**src/rtl/scram_ctrl_128b.sv**
```systemverilog
// Per-block sequencer for the 128b/130b scrambler: tracks block framing and
// drives the LFSR advance/apply enables and the LFSR's active-low reseed.
module scram_ctrl_128b #(
    parameter int unsigned SYMS_PER_BLK = 16,
    parameter logic [7:0]  EIEOS_ID     = 8'h00,
    parameter logic [7:0]  SKP_ID       = 8'hAA,
    parameter int unsigned IDX_W        = 4
) (
    input  logic             clk_1G,
    input  logic             rst_1G,
    input  logic             blk_start,
    input  logic [1:0]       sync_hdr,
    input  logic             sym_valid,
    input  logic [7:0]       sym_in,
    input  logic             scram_disable,
    input  logic             lfsr_reinit,
    output logic [1:0]       en_scram,
    output logic             rst_mod,
    output logic [IDX_W-1:0] sym_idx,
    output logic [1:0]       os_type,
    output logic             blk_done,
    output logic             hdr_err,
    output logic             frame_err
);

    localparam logic [2:0] ST_IDLE  = 3'd0;
    localparam logic [2:0] ST_DATA  = 3'd1;
    localparam logic [2:0] ST_EIEOS = 3'd2;
    localparam logic [2:0] ST_SKP   = 3'd3;
    localparam logic [2:0] ST_OTHER = 3'd4;
    localparam logic [2:0] ST_BAD   = 3'd5;

    localparam logic [IDX_W-1:0] LAST_IDX = IDX_W'(SYMS_PER_BLK - 1);

    logic [2:0]       state_q, state_d;
    logic [IDX_W-1:0] cnt_q, cnt_d;
    logic [1:0]       en_scram_q, en_scram_d;
    logic             rst_mod_q, rst_mod_d;
    logic [IDX_W-1:0] sym_idx_q, sym_idx_d;
    logic [1:0]       os_type_q, os_type_d;
    logic             blk_done_q, blk_done_d;
    logic             hdr_err_q, hdr_err_d;
    logic             frame_err_q, frame_err_d;

    logic [2:0]       dec_state;
    logic [1:0]       dec_os;
    logic             start_new;
    logic             sym_act;
    logic [2:0]       act_state;
    logic [IDX_W-1:0] act_idx;

    // Block type decode from the header and the OS identifier at symbol 0.
    always_comb begin
        dec_state = ST_BAD;
        dec_os    = 2'd0;
        case (sync_hdr)
            2'b10: begin
                dec_state = ST_DATA;
                dec_os    = 2'd0;
            end
            2'b01: begin
                if (sym_in == EIEOS_ID) begin
                    dec_state = ST_EIEOS;
                    dec_os    = 2'd1;
                end else if (sym_in == SKP_ID) begin
                    dec_state = ST_SKP;
                    dec_os    = 2'd2;
                end else begin
                    dec_state = ST_OTHER;
                    dec_os    = 2'd3;
                end
            end
            default: begin
                dec_state = ST_BAD;
                dec_os    = 2'd0;
            end
        endcase
    end

    always_comb begin
        state_d     = state_q;
        cnt_d       = cnt_q;
        en_scram_d  = 2'b00;
        rst_mod_d   = !lfsr_reinit;
        sym_idx_d   = sym_idx_q;
        os_type_d   = os_type_q;
        blk_done_d  = 1'b0;
        hdr_err_d   = 1'b0;
        frame_err_d = 1'b0;
        start_new   = 1'b0;
        sym_act     = 1'b0;
        act_state   = state_q;
        act_idx     = cnt_q;

        if (sym_valid) begin
            if (state_q == ST_IDLE) begin
                start_new = blk_start;
            end else if (blk_start && (cnt_q != LAST_IDX)) begin
                frame_err_d = 1'b1;
                start_new   = 1'b1;
            end else begin
                // A blk_start on the last symbol only flags; the block still completes.
                sym_act     = 1'b1;
                frame_err_d = blk_start;
                if (cnt_q == LAST_IDX) begin
                    blk_done_d = 1'b1;
                    state_d    = ST_IDLE;
                    cnt_d      = '0;
                end else begin
                    cnt_d = cnt_q + 1'b1;
                end
            end
        end

        if (start_new) begin
            sym_act   = 1'b1;
            act_state = dec_state;
            act_idx   = '0;
            state_d   = dec_state;
            cnt_d     = IDX_W'(1);
            os_type_d = dec_os;
            hdr_err_d = (dec_state == ST_BAD);
        end

        if (sym_act) begin
            sym_idx_d = act_idx;
            case (act_state)
                ST_DATA:  en_scram_d = {1'b1, !scram_disable};
                ST_OTHER: en_scram_d = {1'b1, !scram_disable && (act_idx != '0)};
                ST_EIEOS: begin
                    if (act_idx == LAST_IDX) begin
                        rst_mod_d = 1'b0;
                    end
                end
                default:  en_scram_d = 2'b00;
            endcase
        end
    end

    always_ff @(posedge clk_1G) begin
        if (rst_1G) begin
            state_q     <= ST_IDLE;
            cnt_q       <= '0;
            en_scram_q  <= 2'b00;
            rst_mod_q   <= 1'b0;
            sym_idx_q   <= '0;
            os_type_q   <= 2'd0;
            blk_done_q  <= 1'b0;
            hdr_err_q   <= 1'b0;
            frame_err_q <= 1'b0;
        end else begin
            state_q     <= state_d;
            cnt_q       <= cnt_d;
            en_scram_q  <= en_scram_d;
            rst_mod_q   <= rst_mod_d;
            sym_idx_q   <= sym_idx_d;
            os_type_q   <= os_type_d;
            blk_done_q  <= blk_done_d;
            hdr_err_q   <= hdr_err_d;
            frame_err_q <= frame_err_d;
        end
    end

    assign en_scram  = en_scram_q;
    assign rst_mod   = rst_mod_q;
    assign sym_idx   = sym_idx_q;
    assign os_type   = os_type_q;
    assign blk_done  = blk_done_q;
    assign hdr_err   = hdr_err_q;
    assign frame_err = frame_err_q;

endmodule

```
**config.mk**
```make
export PLATFORM = sky130hd
export DESIGN_NAME = scram_ctrl_128b
export DESIGN_NICKNAME = d
export VERILOG_FILES = /design/src/rtl/scram_ctrl_128b.sv
export SDC_FILE = /design/constraint.sdc
export NUM_CORES = 1
export LEC_CHECK = 0
export ABC_CLOCK_PERIOD_IN_PS = 3950
export CAP_MARGIN = 0
export CORE_MARGIN = 2
export CORE_UTILIZATION = 41
export CTS_CLUSTER_SIZE = 10
export DETAILED_ROUTE_END_ITERATION = 10
export GPL_TIMING_DRIVEN = 0
export PLACE_DENSITY = 0.73
export SYNTH_ARGS = -nofsm -noshare
export SYNTH_HDL_FRONTEND = slang
export SYNTH_SLANG_ARGS = --single-unit
```
**constraint.sdc**
```tcl
create_clock -name clk_1G -period 3.95 [get_ports clk_1G]
set_input_delay 0.79 -clock clk_1G [delete_from_list [all_inputs] [get_ports clk_1G]]
set_output_delay 0.79 -clock clk_1G [all_outputs]
set_load 0.01 [all_outputs]
```
==> impl_metrics.env <==
export IMPL_status="finished clean"
export IMPL_power_frac_comb_pct=16.8
export IMPL_cts_tree="built"
export IMPL_cts_inserted_buffers=3
export IMPL_yosysTopAreaCell="dfxtp_1"
export IMPL_post_cts_resized=0
export IMPL_root_buffer="clkbuf_4"
export IMPL_cts_htree_levels=1
export IMPL_start_kind="input pin"
export IMPL_clock_skew_ns=0.00243
export IMPL_grt_max_degree=11
export IMPL_pre_cts_ws_ns=1.12
export IMPL_critPathMaxStageDelay_ns=0.49
export IMPL_yosysUniqueCellTypes=33
export IMPL_overflow=0
export IMPL_rsz0062_at_grt="false"
export IMPL_slew_viol_final=0
export IMPL_place_gp_congestion=0.871
export IMPL_fin_setup_tns_ns=0
export IMPL_tightest_slew_ns=0.602
export IMPL_syn2layout_area_growth_pct=35.3
export IMPL_clk_path_buf_depth=2
export IMPL_grt_use_total_pct=17.9
export IMPL_vdd_drop_max_uv=160
export IMPL_final_cell_mix="clkdlybuf4s50_1 (26), dfxtp_1 (19), nor2_1 (10)"
export IMPL_first_iter_violations=13
export IMPL_synth_fp_nets=119
export IMPL_grt_pass1_vias=777
export IMPL_fillers=204
export IMPL_final_common_cell="clkdlybuf4s50_1"
export IMPL_vias_per_cell=5.44
export IMPL_drc=0
export IMPL_timing_rr_start="cnt_q[0]"
export IMPL_crit_path_end_kind="flip-flop"
export IMPL_p_int_uw=267
export IMPL_drive_above_1_share_pct=10.0
export IMPL_setup_ws_ns=1.41
export IMPL_register_area_um2=380
export IMPL_relSlewSlack_pct=59.6
export IMPL_multi_input_area_um2=493
export IMPL_die_w_um=51.2
export IMPL_cts_hold_buf=0
export IMPL_dieArea_mm2=0.00262
export IMPL_yosysWarnings=0
export IMPL_seq_area_frac_synth_pct=41.7
export IMPL_worst_hold_path_type="flip-flop to flip-flop"
export IMPL_clock_latency_ns=0.30
export IMPL_fin_nets=150
export IMPL_power_leakage_nw=0.449
export IMPL_num_vias=859
export IMPL_port_buffers=26
export IMPL_cp_max_fo=4
export IMPL_hold_viol_final=0
export IMPL_hold_start="os_type[1]"
export IMPL_critical_path_cell_chain="clkdlybuf4s50_1, inv_1, ha_1, nor2_1, o31ai_4, mux2i_1, nand3_1, a2111oi_2"
export IMPL_hold_path_cell_count=2
export IMPL_reg2reg_to="en_scram[0]"
export IMPL_critPathKind="input pin to flip-flop"
export IMPL_fmax_ghz=0.394
export IMPL_grt_pass1_wl_um=3480
export IMPL_powerDensity_mw_per_mm2=293
export IMPL_crit_path_top_delay_cell="clkdlybuf4s50_1"
export IMPL_chipHeight_um=51.2
export IMPL_synthTopCellsByArea="dfxtp_1 (42%), a22oi_1 (4.1%), ha_1 (4.1%), nor2_1 (4.1%), nor3_1 (3.3%)"
export IMPL_arrival_ns=2.75
export IMPL_p_switching_uw=94.4
export IMPL_start_util_pct=42.5
export IMPL_post_dp_hpwl_um=1540
export IMPL_p_sw_share_pct=26.1
export IMPL_syn_area_per_cell_um2=9.12
export IMPL_r2r_worst_path_cells=6
export IMPL_ys_seq_elements=19
export IMPL_clock_sinks=19
export IMPL_placed_area_mm2=0.00121
export IMPL_postSynthCellCount=100
export IMPL_wire_per_inst_um=12.9
export IMPL_routed_wl_um=2040
export IMPL_rows=17
export IMPL_path_clk_slew_ns=0.10
export IMPL_p_clk_share_pct=27.8
export IMPL_period_share_pct=64.3
export IMPL_yosys_area_top_type_share_pct=41.7
export IMPL_power_frac_seq_pct=55.4
export IMPL_antenna_found_initial=0
export IMPL_drtAntennaViolNets=0
export IMPL_num_antenna_cells=0
export IMPL_rrSetupSlack_ns=1.77
export IMPL_period_minus_slack_ns=2.54
export IMPL_post_cts_buffers=0
export IMPL_maxCapViolCount=0
export IMPL_core_region_area_mm2=0.00215
export IMPL_dr_pass1_iters=4
export IMPL_synth_area_um2=912
export IMPL_finalSetupViolCount=0
export IMPL_hold_end="os_type[1]"
export IMPL_design_area_mm2=0.00123
export IMPL_io_pins=28
export IMPL_cp_required_ns=4.16
==> cell type report <==
cell class                      instances  share of cell area (%)
Multi-Input combinational cell         72                    40.0
Tap cell                               28                    2.84
Timing Repair Buffer                   26                    21.1
Clock buffer                            4                    2.13
Buffer                                  3                    1.32
Inverter                                6                    1.83
Sequential cell                        19                    30.8
==> cells by family (layout without fill, tap and decap cells) <==
group | Yosys count | after routing | share of synthesized area, %
AOI/OAI and AO/OA | 27 | 27 | 23.6
xor gates and xnor gates | 2 | 2 | 1.92
adders and majority gates | 3 | 3 | 4.12
buffers and inverters | 9 | 39 | 4.25
DFF | 19 | 19 | 41.7
muxes | 2 | 2 | 2.19
and+or+nand+nor | 38 | 38 | 22.2
==> layer usage <==
layer | global-route usage [%] | wire [µm] | vias to the layer above | part of all wire, %
li1 | - | - | 428 | -
met3 | 2.92 | 71 | 5 | 3.5
met4 | 8.11 | 43 | 0 | 2.1
met2 | 31.4 | 1010 | 17 | 50
met1 | 21.1 | 914 | 409 | 45
met5 | 0 | 0 | - | 0
==> power by group through the flow <==
stage	Clock (mW)	Combinational, mW	Sequential [mW]
3_3_place_gp	0	0.0594	0.204
5_1_grt	0.109	0.0676	0.201
6_report	0.100	0.0608	0.200
2_1_floorplan	0	0.0325	0.205
4_1_cts	0.101	0.0609	0.200
3_5_place_dp	0	0.0607	0.205
==> through the flow <==
step / utilization (%) / power [mW] / cells / hold WS (ns)
floorplan: - / 0.237 / 100 / 0.476
global placement: 56.2 / 0.264 / 154 / 0.440
detailed placement: 56.2 / 0.265 / 154 / 0.444
CTS: 57.4 / 0.362 / 158 / 0.458
global route: 57.4 / 0.377 / 158 / 0.502
finish: 57.4 / 0.361 / 158 / 0.455
==> worst max path at each step <==
| stage | endpoint | slack, ns | depth (start not counted) | start |
|---|---|---|---|---|
| final | en_scram[0] | 1.41 | 8 | sync_hdr[0] |
| after global routing | en_scram[0] | 1.26 | 8 | sync_hdr[0] |
| after CTS | en_scram[0] | 1.42 | 8 | sync_hdr[0] |
| after detailed placement | en_scram[0] | 1.12 | 8 | sync_hdr[0] |
| after global placement | en_scram[0] | 1.16 | 8 | sync_hdr[0] |
| after floorplan | en_scram[0] | 1.68 | 5 | sym_in[0] |
==> state kept, by name, summed over array words and instances, names as in the netlist <==
signal	cells
blk_done	1
cnt_q	4
en_scram	2
frame_err	1
hdr_err	1
os_type	2
rst_mod	1
state_q	3
sym_idx	4
==> cell usage after synthesis (all sizes together) <==
master   instances
nand3            3
a2111oi          1
nor4             1
o211ai           2
dfxtp           19
nor3             6
a21oi            5
and3             1
clkbuf           1
and2b            1
o31ai            1
a211oi           5
nor3b            2
a22oi            5
or4              3
nand2            7
a21o             3
xor2             2
or3              2
inv              6
ha               3
o21ai            5
mux2i            2
nand4            2
buf              2
nor2            10
==> critical path, delay by kind of cell <==
kind | cells | cell delay, ns
buffers and inverters | 2 | 0.54
AOI/OAI and AO/OA | 2 | 0.46
and+or+nand+nor | 2 | 0.36
muxes | 1 | 0.30
adders and majority gates | 1 | 0.29
Power figures use the tool's default switching activity.
